[src/rtl/sl_rx_arbiter_pkg.sv]
// Shared definitions for the serial-line receive arbiter: status/config bit positions and FSM states.
// Latency: n/a (types, constants and pure helper functions only).
// Backpressure: n/a.
package sl_rx_arbiter_pkg;

    // status_w bit indices as produced by the receiver channels
    localparam int STS_LEN_ERR  = 0;
    localparam int STS_WORD_RDY = 3;
    localparam int STS_PAR_ERR  = 4;
    localparam int STS_LVL_ERR  = 5;

    // config word field positions: {9'b0, len[5:0], pce}
    localparam int CFG_PCE     = 0;
    localparam int CFG_LEN_LSB = 1;
    localparam int CFG_LEN_MSB = 6;

    // legal word length window (even values only)
    localparam int MIN_LEN = 8;
    localparam int MAX_LEN = 32;

    typedef enum logic [2:0] {
        ST_IDLE,
        ST_CFG,
        ST_CAPTURE,
        ST_PICK,
        ST_OFFER
    } state_t;

    // a word length is usable when it is even and inside the window
    function automatic logic lenValid(input logic [5:0] len);
        return (len[0] == 1'b0) && (len >= 6'(MIN_LEN)) && (len <= 6'(MAX_LEN));
    endfunction

    function automatic logic [15:0] packConfig(input logic [5:0] len, input logic pce);
        logic [15:0] w;
        w = '0;
        w[CFG_LEN_MSB:CFG_LEN_LSB] = len;
        w[CFG_PCE] = pce;
        return w;
    endfunction

endpackage

[src/rtl/sl_rx_arbiter_if.sv]
// Host-side bundle of the receive arbiter: config request/ack and the captured-word valid/ready port.
// Latency: n/a (wiring only).
// Backpressure: out_ready throttles out_valid; cfg_req is held by the host until cfg_ack.
interface sl_rx_arbiter_if #(
    parameter int NUM_CH = 4,
    parameter int CH_W   = $clog2(NUM_CH)
) ();
    logic            cfg_req;
    logic            cfg_bcast;
    logic [CH_W-1:0] cfg_ch;
    logic [5:0]      cfg_len;
    logic            cfg_pce;
    logic            cfg_ack;
    logic            cfg_err;

    logic            out_valid;
    logic            out_ready;
    logic [31:0]     out_data;
    logic [15:0]     out_status;
    logic [CH_W-1:0] out_ch;
    logic            out_overrun;

    // host side
    modport master (
        output cfg_req, cfg_bcast, cfg_ch, cfg_len, cfg_pce, out_ready,
        input  cfg_ack, cfg_err, out_valid, out_data, out_status, out_ch, out_overrun
    );

    // arbiter side
    modport slave (
        input  cfg_req, cfg_bcast, cfg_ch, cfg_len, cfg_pce, out_ready,
        output cfg_ack, cfg_err, out_valid, out_data, out_status, out_ch, out_overrun
    );
endinterface

[src/rtl/sl_rr_arbiter.sv]
// Round-robin pick: first set bit of pending scanning upward from lastGrant+1 with wrap-around.
// Latency: combinational.
// Backpressure: none; the caller decides when to consume the grant.
module sl_rr_arbiter #(
    parameter int NUM_CH = 4,
    parameter int CH_W   = $clog2(NUM_CH)
) (
    input  logic [NUM_CH-1:0] pending,
    input  logic [CH_W-1:0]   lastGrant,
    output logic [CH_W-1:0]   grant,
    output logic              anyPending
);

    logic              found;
    logic [CH_W-1:0]   idx;

    // scan NUM_CH slots after lastGrant; the last slot is lastGrant itself
    always_comb begin
        grant      = '0;
        found      = 1'b0;
        idx        = '0;
        anyPending = |pending;
        for (int k = 1; k <= NUM_CH; k++) begin
            idx = CH_W'((int'(lastGrant) + k) % NUM_CH);
            if (!found && pending[idx]) begin
                grant = idx;
                found = 1'b1;
            end
        end
    end

endmodule

[src/rtl/sl_rx_arbiter.sv]
// Shares one host word port between NUM_CH receivers and sequences per-channel/broadcast config writes.
// Latency: changed pulse at n -> word_picked/out_valid at n+3; 4 cycles minimum per word.
// Backpressure: out_valid holds with stable data until out_ready; new events only set pending/overrun.
module sl_rx_arbiter
    import sl_rx_arbiter_pkg::*;
#(
    parameter int NUM_CH = 4,
    parameter int CH_W   = $clog2(NUM_CH)
) (
    input  logic                 clk,
    input  logic                 rst,
    input  logic [NUM_CH-1:0]    ch_changed_i,
    input  logic [16*NUM_CH-1:0] ch_status_i,
    input  logic [32*NUM_CH-1:0] ch_data_i,
    output logic [NUM_CH-1:0]    ch_word_picked_o,
    output logic [NUM_CH-1:0]    ch_wr_enable_o,
    output logic [15:0]          ch_wr_config_o,
    sl_rx_arbiter_if.slave       host
);

    state_t            state, nextState;
    logic [NUM_CH-1:0] pending, overrun;
    logic [NUM_CH-1:0] evSet, capClr;
    logic [CH_W-1:0]   lastGrant, grantReg, arbGrant;
    logic              arbAny;
    logic              cfgOk;

    logic              outValid;
    logic [31:0]       outData;
    logic [15:0]       outStatus;
    logic [CH_W-1:0]   outCh;
    logic              outOverrun;

    sl_rr_arbiter #(.NUM_CH(NUM_CH), .CH_W(CH_W)) u_rr (
        .pending    (pending),
        .lastGrant  (lastGrant),
        .grant      (arbGrant),
        .anyPending (arbAny)
    );

    // a zero status marks the receiver's own post-pick clear, not a new word
    always_comb begin
        evSet  = '0;
        capClr = '0;
        for (int i = 0; i < NUM_CH; i++) begin
            evSet[i]  = ch_changed_i[i] && (ch_status_i[16*i +: 16] != 16'h0);
            capClr[i] = (state == ST_CAPTURE) && (grantReg == CH_W'(i));
        end
    end

    // event latch: a new event beats a same-cycle capture clear; overrun only for an unserviced repeat
    always_ff @(posedge clk or posedge rst) begin
        if (rst) begin
            pending <= '0;
            overrun <= '0;
        end else begin
            pending <= evSet | (pending & ~capClr);
            overrun <= ~capClr & (overrun | (evSet & pending));
        end
    end

    // FSM state register
    always_ff @(posedge clk or posedge rst) begin
        if (rst) begin
            state <= ST_IDLE;
        end else begin
            state <= nextState;
        end
    end

    // grant bookkeeping, word capture and the output valid flag
    always_ff @(posedge clk or posedge rst) begin
        if (rst) begin
            grantReg   <= '0;
            lastGrant  <= CH_W'(NUM_CH - 1);
            outValid   <= 1'b0;
            outData    <= '0;
            outStatus  <= '0;
            outCh      <= '0;
            outOverrun <= 1'b0;
        end else begin
            if (state == ST_IDLE && !host.cfg_req && arbAny) begin
                grantReg <= arbGrant;
            end
            if (state == ST_CAPTURE) begin
                outData    <= ch_data_i[32*grantReg +: 32];
                outStatus  <= ch_status_i[16*grantReg +: 16];
                outCh      <= grantReg;
                outOverrun <= overrun[grantReg];
                lastGrant  <= grantReg;
                // raised here so it is visible in the PICK cycle together with word_picked
                outValid   <= 1'b1;
            end else if (outValid && host.out_ready) begin
                outValid <= 1'b0;
            end
        end
    end

    // broadcast skips the channel-range check but never the length check
    assign cfgOk = lenValid(host.cfg_len) &&
                   (host.cfg_bcast || ({1'b0, host.cfg_ch} < (CH_W+1)'(NUM_CH)));

    // next state plus the one-cycle strobes; config beats grants in IDLE
    always_comb begin
        nextState        = state;
        ch_word_picked_o = '0;
        ch_wr_enable_o   = '0;
        ch_wr_config_o   = '0;
        host.cfg_ack     = 1'b0;
        host.cfg_err     = 1'b0;
        case (state)
            ST_IDLE: begin
                if (host.cfg_req) begin
                    nextState = ST_CFG;
                end else if (arbAny) begin
                    nextState = ST_CAPTURE;
                end
            end
            ST_CFG: begin
                host.cfg_ack = 1'b1;
                if (cfgOk) begin
                    ch_wr_config_o = packConfig(host.cfg_len, host.cfg_pce);
                    ch_wr_enable_o = host.cfg_bcast ? {NUM_CH{1'b1}} : (NUM_CH'(1) << host.cfg_ch);
                end else begin
                    host.cfg_err = 1'b1;
                end
                nextState = ST_IDLE;
            end
            ST_CAPTURE: begin
                nextState = ST_PICK;
            end
            ST_PICK: begin
                ch_word_picked_o = NUM_CH'(1) << grantReg;
                nextState = ST_OFFER;
            end
            ST_OFFER: begin
                // valid already low means the handshake happened during PICK
                if (!outValid || host.out_ready) begin
                    nextState = ST_IDLE;
                end
            end
            default: nextState = ST_IDLE;
        endcase
    end

    assign host.out_valid   = outValid;
    assign host.out_data    = outData;
    assign host.out_status  = outStatus;
    assign host.out_ch      = outCh;
    assign host.out_overrun = outOverrun;

endmodule

[src/flat_wrapper.sv]
// flat-port wrapper written by rule: the top's interface ports become plain ports
module sl_rx_arbiter_flat import sl_rx_arbiter_pkg::*;
#(
    parameter int NUM_CH = 4,
    parameter int CH_W   = $clog2(NUM_CH)
)
  (clk, rst, ch_changed_i, ch_status_i, ch_data_i, ch_word_picked_o, ch_wr_enable_o, ch_wr_config_o, host_cfg_req, host_cfg_bcast, host_cfg_ch, host_cfg_len, host_cfg_pce, host_out_ready, host_cfg_ack, host_cfg_err, host_out_valid, host_out_data, host_out_status, host_out_ch, host_out_overrun);
  sl_rx_arbiter_if #(.NUM_CH(NUM_CH), .CH_W(CH_W)) host_i ();
  input  logic clk;
  input  logic rst;
  input  logic [NUM_CH-1:0] ch_changed_i;
  input  logic [16*NUM_CH-1:0] ch_status_i;
  input  logic [32*NUM_CH-1:0] ch_data_i;
  output logic [NUM_CH-1:0] ch_word_picked_o;
  output logic [NUM_CH-1:0] ch_wr_enable_o;
  output logic [15:0] ch_wr_config_o;
  input wire logic [$bits(host_i.cfg_req)-1:0] host_cfg_req;
  input wire logic [$bits(host_i.cfg_bcast)-1:0] host_cfg_bcast;
  input wire logic [$bits(host_i.cfg_ch)-1:0] host_cfg_ch;
  input wire logic [$bits(host_i.cfg_len)-1:0] host_cfg_len;
  input wire logic [$bits(host_i.cfg_pce)-1:0] host_cfg_pce;
  input wire logic [$bits(host_i.out_ready)-1:0] host_out_ready;
  output wire logic [$bits(host_i.cfg_ack)-1:0] host_cfg_ack;
  output wire logic [$bits(host_i.cfg_err)-1:0] host_cfg_err;
  output wire logic [$bits(host_i.out_valid)-1:0] host_out_valid;
  output wire logic [$bits(host_i.out_data)-1:0] host_out_data;
  output wire logic [$bits(host_i.out_status)-1:0] host_out_status;
  output wire logic [$bits(host_i.out_ch)-1:0] host_out_ch;
  output wire logic [$bits(host_i.out_overrun)-1:0] host_out_overrun;
  assign host_i.cfg_req = host_cfg_req;
  assign host_i.cfg_bcast = host_cfg_bcast;
  assign host_i.cfg_ch = host_cfg_ch;
  assign host_i.cfg_len = host_cfg_len;
  assign host_i.cfg_pce = host_cfg_pce;
  assign host_i.out_ready = host_out_ready;
  assign host_cfg_ack = host_i.cfg_ack;
  assign host_cfg_err = host_i.cfg_err;
  assign host_out_valid = host_i.out_valid;
  assign host_out_data = host_i.out_data;
  assign host_out_status = host_i.out_status;
  assign host_out_ch = host_i.out_ch;
  assign host_out_overrun = host_i.out_overrun;
  sl_rx_arbiter #(.NUM_CH(NUM_CH), .CH_W(CH_W)) u_core (.clk(clk), .rst(rst), .ch_changed_i(ch_changed_i), .ch_status_i(ch_status_i), .ch_data_i(ch_data_i), .ch_word_picked_o(ch_word_picked_o), .ch_wr_enable_o(ch_wr_enable_o), .ch_wr_config_o(ch_wr_config_o), .host(host_i));
endmodule
[config.mk]
export PLATFORM = sky130hd
export DESIGN_NAME = sl_rx_arbiter_flat
export DESIGN_NICKNAME = d
export VERILOG_FILES = /design/src/rtl/sl_rx_arbiter_pkg.sv /design/src/rtl/sl_rx_arbiter_if.sv /design/src/rtl/sl_rr_arbiter.sv /design/src/rtl/sl_rx_arbiter.sv /design/src/flat_wrapper.sv
export SDC_FILE = /design/constraint.sdc
export NUM_CORES = 1
export LEC_CHECK = 0
export BUFFER_PORTS_ARGS = -buffer_cell sky130_fd_sc_hd__buf_4
export CAP_MARGIN = 30
export CORE_AREA = 2 2 113 115
export DETAILED_ROUTE_END_ITERATION = 7
export DIE_AREA = 0 0 115 117
export PLACE_DENSITY = 0.69
export RECOVER_POWER = 100
export SETUP_SLACK_MARGIN = 0.2
export SYNTH_ARGS = -nofsm -noshare
export SYNTH_HDL_FRONTEND = slang
export SYNTH_SLANG_ARGS = --single-unit
[constraint.sdc]
create_clock -name clk -period 2.9 [get_ports clk]
set_input_delay 0.58 -clock clk [delete_from_list [all_inputs] [get_ports clk]]
set_output_delay 0.58 -clock clk [all_outputs]
set_load 0.1 [all_outputs]
## After elaboration in Yosys (flattened, before gate mapping)

Cells that the tools add are included.

| word-level totals | value |
|---|---|
| register bits | 67 |
| input bits | 210 |
| output and inout bits | 78 |
| logic and storage cells | 104 |

| cells by class | value |
|---|---|
| $add $sub $neg | 4 |
| order comparisons | 7 |
| eq/ne operators | 9 |
| shift operators | 4 |
| mux-type cells | 32 |
| bitwise logic cells | 7 |
| reductions and logical operators | 31 |

Operators by type and width:

| operator | count |
|---|---|
| $shiftx A128 B8 Y32 | 1 |
| $reduce_bool A16 Y1 | 4 |
| $shiftx A64 B7 Y16 | 1 |
| $logic_and A1 B1 Y1 | 16 |
| $mux W16 | 1 |
| $mux W4 | 4 |
| $lt A2 B3 Y1 const B | 5 |
| $mux W1 | 13 |
| $and A4 B4 Y4 | 3 |
| $pmux W3 S4 | 1 |
| $bmux W1 S2 | 5 |
| $mux W3 | 3 |
| $mux W2 | 4 |
| $or A4 B4 Y4 | 2 |
| $shl A1 B2 Y4 const A | 2 |
| $mux W7 | 1 |
| $eq A3 B2 Y1 const B | 2 |
| $ge A6 B4 Y1 const B | 1 |
| $le A6 B6 Y1 const B | 1 |
| $logic_not A1 Y1 | 5 |
| $add A2 B1 Y2 const B | 2 |
| $add A2 B2 Y2 const B | 2 |
| $eq A2 B2 Y1 const B | 2 |
| $not A4 Y4 | 1 |
| other kinds (12) | 12 |

## Logic depth before layout (Yosys ltp)

Gate-level depths: netlist (run 1).

| depth | value |
|---|---|
| depth in word-level cells | 13 |
| mapped depth | 6 |

## Modules after synthesis

A second synthesis (run 1) with hierarchy kept.

| second synthesis, totals | value |
|---|---|
| cells, all modules | 423 |
| area total of the unflattened synthesis | 4,324.1 um^2 |

Modules (own cells, without submodules):

| module | times used | cells each | area each (um^2) |
|---|---|---|---|
| sl_rx_arbiter | 1 | 409 | 4,242.8 |
| sl_rr_arbiter | 1 | 14 | 81.3 |

## Worst setup path before layout (run 1)

OpenSTA, ideal clock, no wires.

| timing path | value |
|---|---|
| path type | reg2out |
| from | register u_core.grantReg[0] |
| to | output ch_word_picked_o[2] |
| arrival | 3,058 ps |
| required time | 2,320 ps |
| slack | -738 ps |
| stages on the path, launching flop included | 5 |
| buffers on the path | 3 |
| cells stage by stage | dfrtp_1 buf_2 buf_4 buf_2 nor3b_1 |

| on the way | value |
|---|---|
| longest elaborated chain between the ends | 2 |

RTL lines:

| item | line | text |
|---|---|---|
| start: declaration | sl_rx_arbiter.sv:24 | `logic [CH_W-1:0] lastGrant, grantReg, arbGrant;` |
| start signal: assignment | sl_rx_arbiter.sv:83 | `grantReg <= arbGrant;` |
| $shl A1 B2 Y4 | sl_rx_arbiter.sv:133 | `ch_word_picked_o = NUM_CH'(1) << grantReg;` |
| $mux W4 | sl_rx_arbiter.sv:111 | `case (state)` |
| end: declaration | flat_wrapper.sv:14 | `output logic [NUM_CH-1:0] ch_word_picked_o;` |

Every way passes these cells.

## Worst setup path after layout (run 1)

| timing path | value |
|---|---|
| from | register u_core.state[1] |
| to | output ch_wr_enable_o[2] |

| on the way | value |
|---|---|
| longest elaborated chain between the ends | 2 |

RTL lines:

| item | line | text |
|---|---|---|
| start: declaration | sl_rx_arbiter.sv:21 | `state_t state, nextState;` |
| start signal: assignment | sl_rx_arbiter.sv:67 | `state <= nextState;` |
| $eq A3 B1 Y1 | sl_rx_arbiter.sv:111 |  |
| $mux W4 | sl_rx_arbiter.sv:111 |  |
| end: declaration | flat_wrapper.sv:15 | `output logic [NUM_CH-1:0] ch_wr_enable_o;` |

Every way passes these cells.

==> run metrics, run 1 <==
Starting Density=0.344; Buffers on Ports=277; gr ovfl total=0; H-tree level count=3; most frequent cells after synthesis=nand2_1 (171), dfrtp_1 (65), mux4_2 (49); drt pass-1 iters=4; Max Slew Vio Count=0; CTS max path bufs=2; P_int=3.50 mW; Final Skew=0.00410 ns; Hold Vio Cnt, Final=0; critical path required time=2.32 ns; total vias in the final route=4,290; Sw Ratio=0.591; clk_lat worst skew=0.32 ns; clock transition at the registers of the reported paths=0.05 ns; # Max-Cap Violations=0; sequential power share=0.216; ys async rst share=1.00; Netlist cell types=36; crit path time final=2.72 ns; Die H=117 um; crit path kind=reg -> out; Mapped Cells=419; peak supply drop=0.000817 V; Overall Power=8.56 mW; Slowest-stage cell, CP=dfrtp_1; die area=13,500 sq um; synthesized flop and latch total=67; Fillers=1,194; initial antenna violation count=0; Die W=115 um; antenna viol nets, final=0; layout cells sized above 1=0.456; share of the synthesized area in the top cell type=0.385; FF+latch area=1680 sq um; Iter 0 DRT Violations=269; clock power share=0.134; clock root cell=clkbuf_16; Logic pwr share=0.651; Slew HR=0.137; CP cell instances=or3b_4, a211oi_4, o21a_1, buf_2; most frequent cell after synthesis=nand2_1; core area=12,300 sq um; outcome=complete, no violations; Nets=894; largest net degree at the start of global routing=40; leakage power=3.15 nW; sequential area share after synthesis=0.397; P_sw=5.06 mW; CP Launch Type=flip-flop; GRT Overall Usage=0.212; # diodes=0; CP Capture Type=output pin; vias in the first global route=4,326; RSZ-0062 raised after global routing=false; Post-CTS Setup Inserts=0; setup tns final=0 ns; Inserted Clock Buffers=9; footprint of the multi-input gates=2400 sq um; Tcrit/Tclk final=0.936; residual DRC count=0; I/O pin count=288; crit-path max cell delay=0.45 ns; crit-path max FO=8; Synth Cell Area=4230 sq um; total clock sinks=67; Final setup viols=0; Max Fclk=0.368 GHz; row count=41; Top FF cell, synth=dfrtp_1; Avg WL per Cell=17.9 um; cell taking the most area after synthesis=dfrtp_1; Hold WC Path Type=reg -> reg; Arr. time, crit path=2.14 ns; DRT Wirelength=15.0 mm; first-pass GRT wire length=22.0 mm; ranking of synthesized cells by area=dfrtp_1 (38%), mux4_2 (26%), nand2_1 (15%), buf_4 (2.7%), nor4_1 (2.7%); Post-Syn Area per Cell=10.1 sq um; actual slew at the worst max-slew pin=1.30 ns; CTS tree=done; EDFF count, synth=0; DR vias/cell=5.11; Synth-to-Final Area Change=53.8%; P per Cell Area=1310 nW/um^2; Syn. warnings=0; Placer Congestion=0.967; DP HPWL=12.0 mm
==> layout by cell type, fill, tap and decap left out, types with 2 or more instances in the layout <==
cell type     n
mux4_2       49
a22o_1        2
o21ai_0       4
inv_1         3
o21bai_1      2
nor2_1       14
nor2b_1       2
nand2b_1      2
and2_2        6
clkinvlp_4    2
clkbuf_1     53
a211oi_4      2
clkbuf_16     9
nor3b_2       2
dfrtp_1      64
clkbuf_2      8
nand3_1       2
o21a_1        5
nand4_1       4
nand2_1     171
conb_1       10
nor4_1       18
buf_4       217
a21oi_1       6
bufinv_16     2
a31oi_1       6
dfstp_2       2
buf_2         4
==> worst paths after layout <==
kind | startpoint | endpoint | slack, ns | cells past startpoint
max in group asynchronous | rst | u_core.grantReg[0]$_DFFE_PP0P_ | 0.71 | 3
min reg2reg | u_core.host.out_status[11]$_DFFE_PP0P_ | u_core.host.out_status[11]$_DFFE_PP0P_ | 0.47 | 2
min | u_core.host.out_status[11]$_DFFE_PP0P_ | u_core.host.out_status[11]$_DFFE_PP0P_ | 0.47 | 2
max reg2reg | u_core.grantReg[1]$_DFFE_PP0P_ | u_core.host.out_status[11]$_DFFE_PP0P_ | 0.30 | 4
max | u_core.state[1]$_DFFE_PP0P_ | ch_wr_enable_o[2] | 0.18 | 4
min in group asynchronous | rst | u_core.host.out_data[24]$_DFFE_PP0P_ | 0.54 | 2
==> critical path: cells and delay by family, from the launching register on <==
kind | cells | cell delay (ns)
AOI/OAI and AO/OA | 2 | 0.48
DFF | 1 | 0.45
and+or+nand+nor | 1 | 0.45
buffers and inverters | 1 | 0.43
==> final cells by class <==
type,count,area share
clock buffer,10,0.0352
clock inverter,6,0.0137
inverter,3,0.00173
multi-input combinational,320,0.368
sequential,67,0.259
tap,150,0.0288
timing repair buffer,283,0.294
==> repair_timing <==
action,4_1_cts,5_1_grt
endpoints found under the setup margin,0,9
hold buffers,0,0
resized for setup,0,1
==> per-layer routing <==
metal / vias up / track usage / wire length (um)
li1: 1992 / - / -
met1: 2079 / 0.257 / 5850
met5: - / 0 / 0
met2: 193 / 0.366 / 7600
met3: 26 / 0.0628 / 1330
met4: 0 / 0.0691 / 269
==> state kept, by name (all words and copies together), names as in the netlist <==
name and flops:
u_core.grantReg 2, u_core.host.out_ch 2, u_core.host.out_data 32, u_core.host.out_overrun 1
u_core.host.out_status 16, u_core.host.out_valid 1, u_core.lastGrant 2, u_core.overrun 4
u_core.pending 4, u_core.state 3
==> cell families after synthesis <==
family / share of synthesized area
compound gates: 0.0461
xor+xnor: 0.00207
buf+inv: 0.0553
flops: 0.397
mux: 0.263
other cells: 0.000886
simple gates: 0.235
==> power by group through the flow <==
stage	Clock (mW)	Sequential (mW)	Combinational, mW
6_report	1.14	1.84	5.57
5_1_grt	1.22	1.93	5.86
4_1_cts	1.18	1.86	5.91
3_5_place_dp	0	1.88	5.90
3_3_place_gp	0	1.84	5.85
2_1_floorplan	0	4.18	2.23
==> through the flow <==
stage	hold slack, ns	utilization	instances	setup WS [ns]	area [sq um]
2_1_floorplan	0.457	-	428	0.244	4280
5_1_grt	0.477	0.529	839	0.110	6510
6_report	0.471	0.529	839	0.184	6510
3_5_place_dp	0.466	0.521	822	0.316	6410
4_1_cts	0.368	0.547	838	0.249	6730
3_3_place_gp	0.460	0.521	822	0.357	6410
Note: power is estimated with default switching activity, not from simulation.
==> inputs of run 2 (changes only) <==
--- a/config.mk
+++ b/config.mk
@@ -10,6 +10,7 @@
 export CORE_AREA = 2 2 113 115
 export DETAILED_ROUTE_END_ITERATION = 7
 export DIE_AREA = 0 0 115 117
+export GPL_TIMING_DRIVEN = 0
 export PLACE_DENSITY = 0.69
 export RECOVER_POWER = 100
 export SETUP_SLACK_MARGIN = 0.2
==> run metrics, run 2 (synthesis gave the netlist of run 1 again) <==
outcome=complete, no violations; clk_lat worst skew=0.33 ns (about the same); Final WS setup=0.188 ns (+0.00344 ns); die area=13,500 sq um (unchanged); peak supply drop=0.000459 V (-44%); critical path required time=2.32 ns (about the same); # Max-Cap Violations=0 (unchanged); Hold WC Path Type=in -> reg; hold buffers post-CTS=0 (unchanged); dpl cells=856 (+4.1%); Final setup viols=0 (unchanged); crit path time final=2.71 ns (-0.00344 ns); I/O pin count=288 (unchanged); vias in the first global route=4,516 (+4.4%); setup tns final=0 ns (unchanged); total vias in the final route=4,437 (+3.4%); Tcrit/Tclk final=0.935 (-0.00119); most frequent cells in the layout=buf_4 (226), nand2_1 (171), clkbuf_1 (67); largest net degree at the start of global routing=39 (-2.5%); fin cells=873 (+4.1%); row count=41 (unchanged); leading cell type in the layout, fill and taps excluded=buf_4; clock transition at the registers of the reported paths=0.06 ns (about the same); Slew HR=0.0400 (-0.0970); Max Slew Vio Count=0 (unchanged); antenna viol nets, final=0 (unchanged); Hold Vio Cnt, Final=0 (unchanged); Buffers on Ports=277 (unchanged); Final Skew=0.00789 ns (+0.00379 ns); residual DRC count=0 (unchanged); max FFs per register=32 (unchanged); CP Capture Type=output pin; # diodes=0 (unchanged); CTS max path bufs=2 (unchanged); P per Cell Area=1300 nW/um^2 (-1.2%); crit path kind=in -> out; pre-CTS setup slack=0.314 ns (-0.00142 ns); Arr. time, crit path=2.13 ns (about the same); Max Fclk=0.369 GHz (+0.13%); first-pass GRT wire length=22.9 mm (+3.7%); CP Launch Type=input port; actual slew at the worst max-slew pin=1.44 ns (+0.138 ns); RSZ-0062 raised after global routing=true; total clock sinks=67 (unchanged); Die W=115 um (unchanged); Inserted Clock Buffers=9 (unchanged); design area=6640 sq um (+2.0%); Finished Core Util=0.539 (+0.0107); H-tree level count=3 (unchanged); Post-CTS Setup Inserts=0 (unchanged); Die H=117 um (unchanged); Avg WL per Cell=18.1 um (+1.2%); Iter 0 DRT Violations=320 (+19%); initial antenna violation count=0 (unchanged); clock root cell=clkbuf_16; DP HPWL=13.0 mm (+9.0%); crit-path max FO=5 (-3); Placer Congestion=0.938 (-3.0%); Post-DP Area=6570 sq um (+2.5%); WHS=0.455 ns (-0.0163 ns); Fillers=1,162 (-2.7%); leakage power=3.24 nW (+2.9%); CTS resizes=0 (unchanged); layout cells sized above 1=0.456 (+0.000699); Synth-to-Final Area Change=56.9%; Nets=928 (+3.8%); gr ovfl total=0 (unchanged); CTS tree=done; drt pass-1 iters=4 (unchanged); Overall Power=8.62 mW (+0.81%); GRT Overall Usage=0.223 (+0.0103); core area=12,300 sq um (unchanged); Starting Density=0.344 (unchanged); DRT Wirelength=15.8 mm (+5.3%); DR vias/cell=5.08 (-0.60%)
run 2: where the power goes:
part,internal [mW],switching [mW]
Sequential,1.40,0.253
Combinational,1.40,4.48
Clock,0.684,0.402
run 2: metal layers:
metal,wire length [um],GRT usage,vias up
li1,-,-,2066
met1,6170,0.272,2121
met2,7900,0.379,210
met3,1330,0.0582,40
met4,447,0.0884,0
met5,0,0,-
run 2: path summary, 6_finish.rpt:
check / startpoint / to / slack (ns) / depth (start not counted)
max: host_cfg_len[4] / ch_wr_config_o[6] / 0.19 / 6
min: ch_changed_i[2] / u_core.pending[2]$_DFF_PP0_ / 0.46 / 3
max reg2reg: u_core.state[1]$_DFFE_PP0P_ / u_core.host.out_status[12]$_DFFE_PP0P_ / 1.08 / 5
min reg2reg: u_core.host.out_data[14]$_DFFE_PP0P_ / u_core.host.out_data[14]$_DFFE_PP0P_ / 0.47 / 2
max in group asynchronous: rst / u_core.host.out_status[14]$_DFFE_PP0P_ / 0.75 / 3
min in group asynchronous: rst / u_core.host.out_data[28]$_DFFE_PP0P_ / 0.69 / 2
run 2: cell type report:
| class | count | area, sq um | area share |
|---|---|---|---|
| Multi-Input combinational cell | 320 | 2380 | 0.358 |
| Tap cell | 150 | 188 | 0.0283 |
| Buffer | 39 | 214 | 0.0322 |
| Clock inverter | 5 | 52.6 | 0.00792 |
| Clock buffer | 11 | 243 | 0.0366 |
| Timing Repair Buffer | 278 | 1870 | 0.282 |
| Inverter | 3 | 11.3 | 0.00170 |
| Sequential cell | 67 | 1680 | 0.253 |
run 2: worst max-delay path, stage by stage:
cell      delay [ns]
buf_4           0.12
nor4_1          0.28
nand2_1         0.20
a211oi_4        0.35
and2_2          0.19
buf_2           0.41
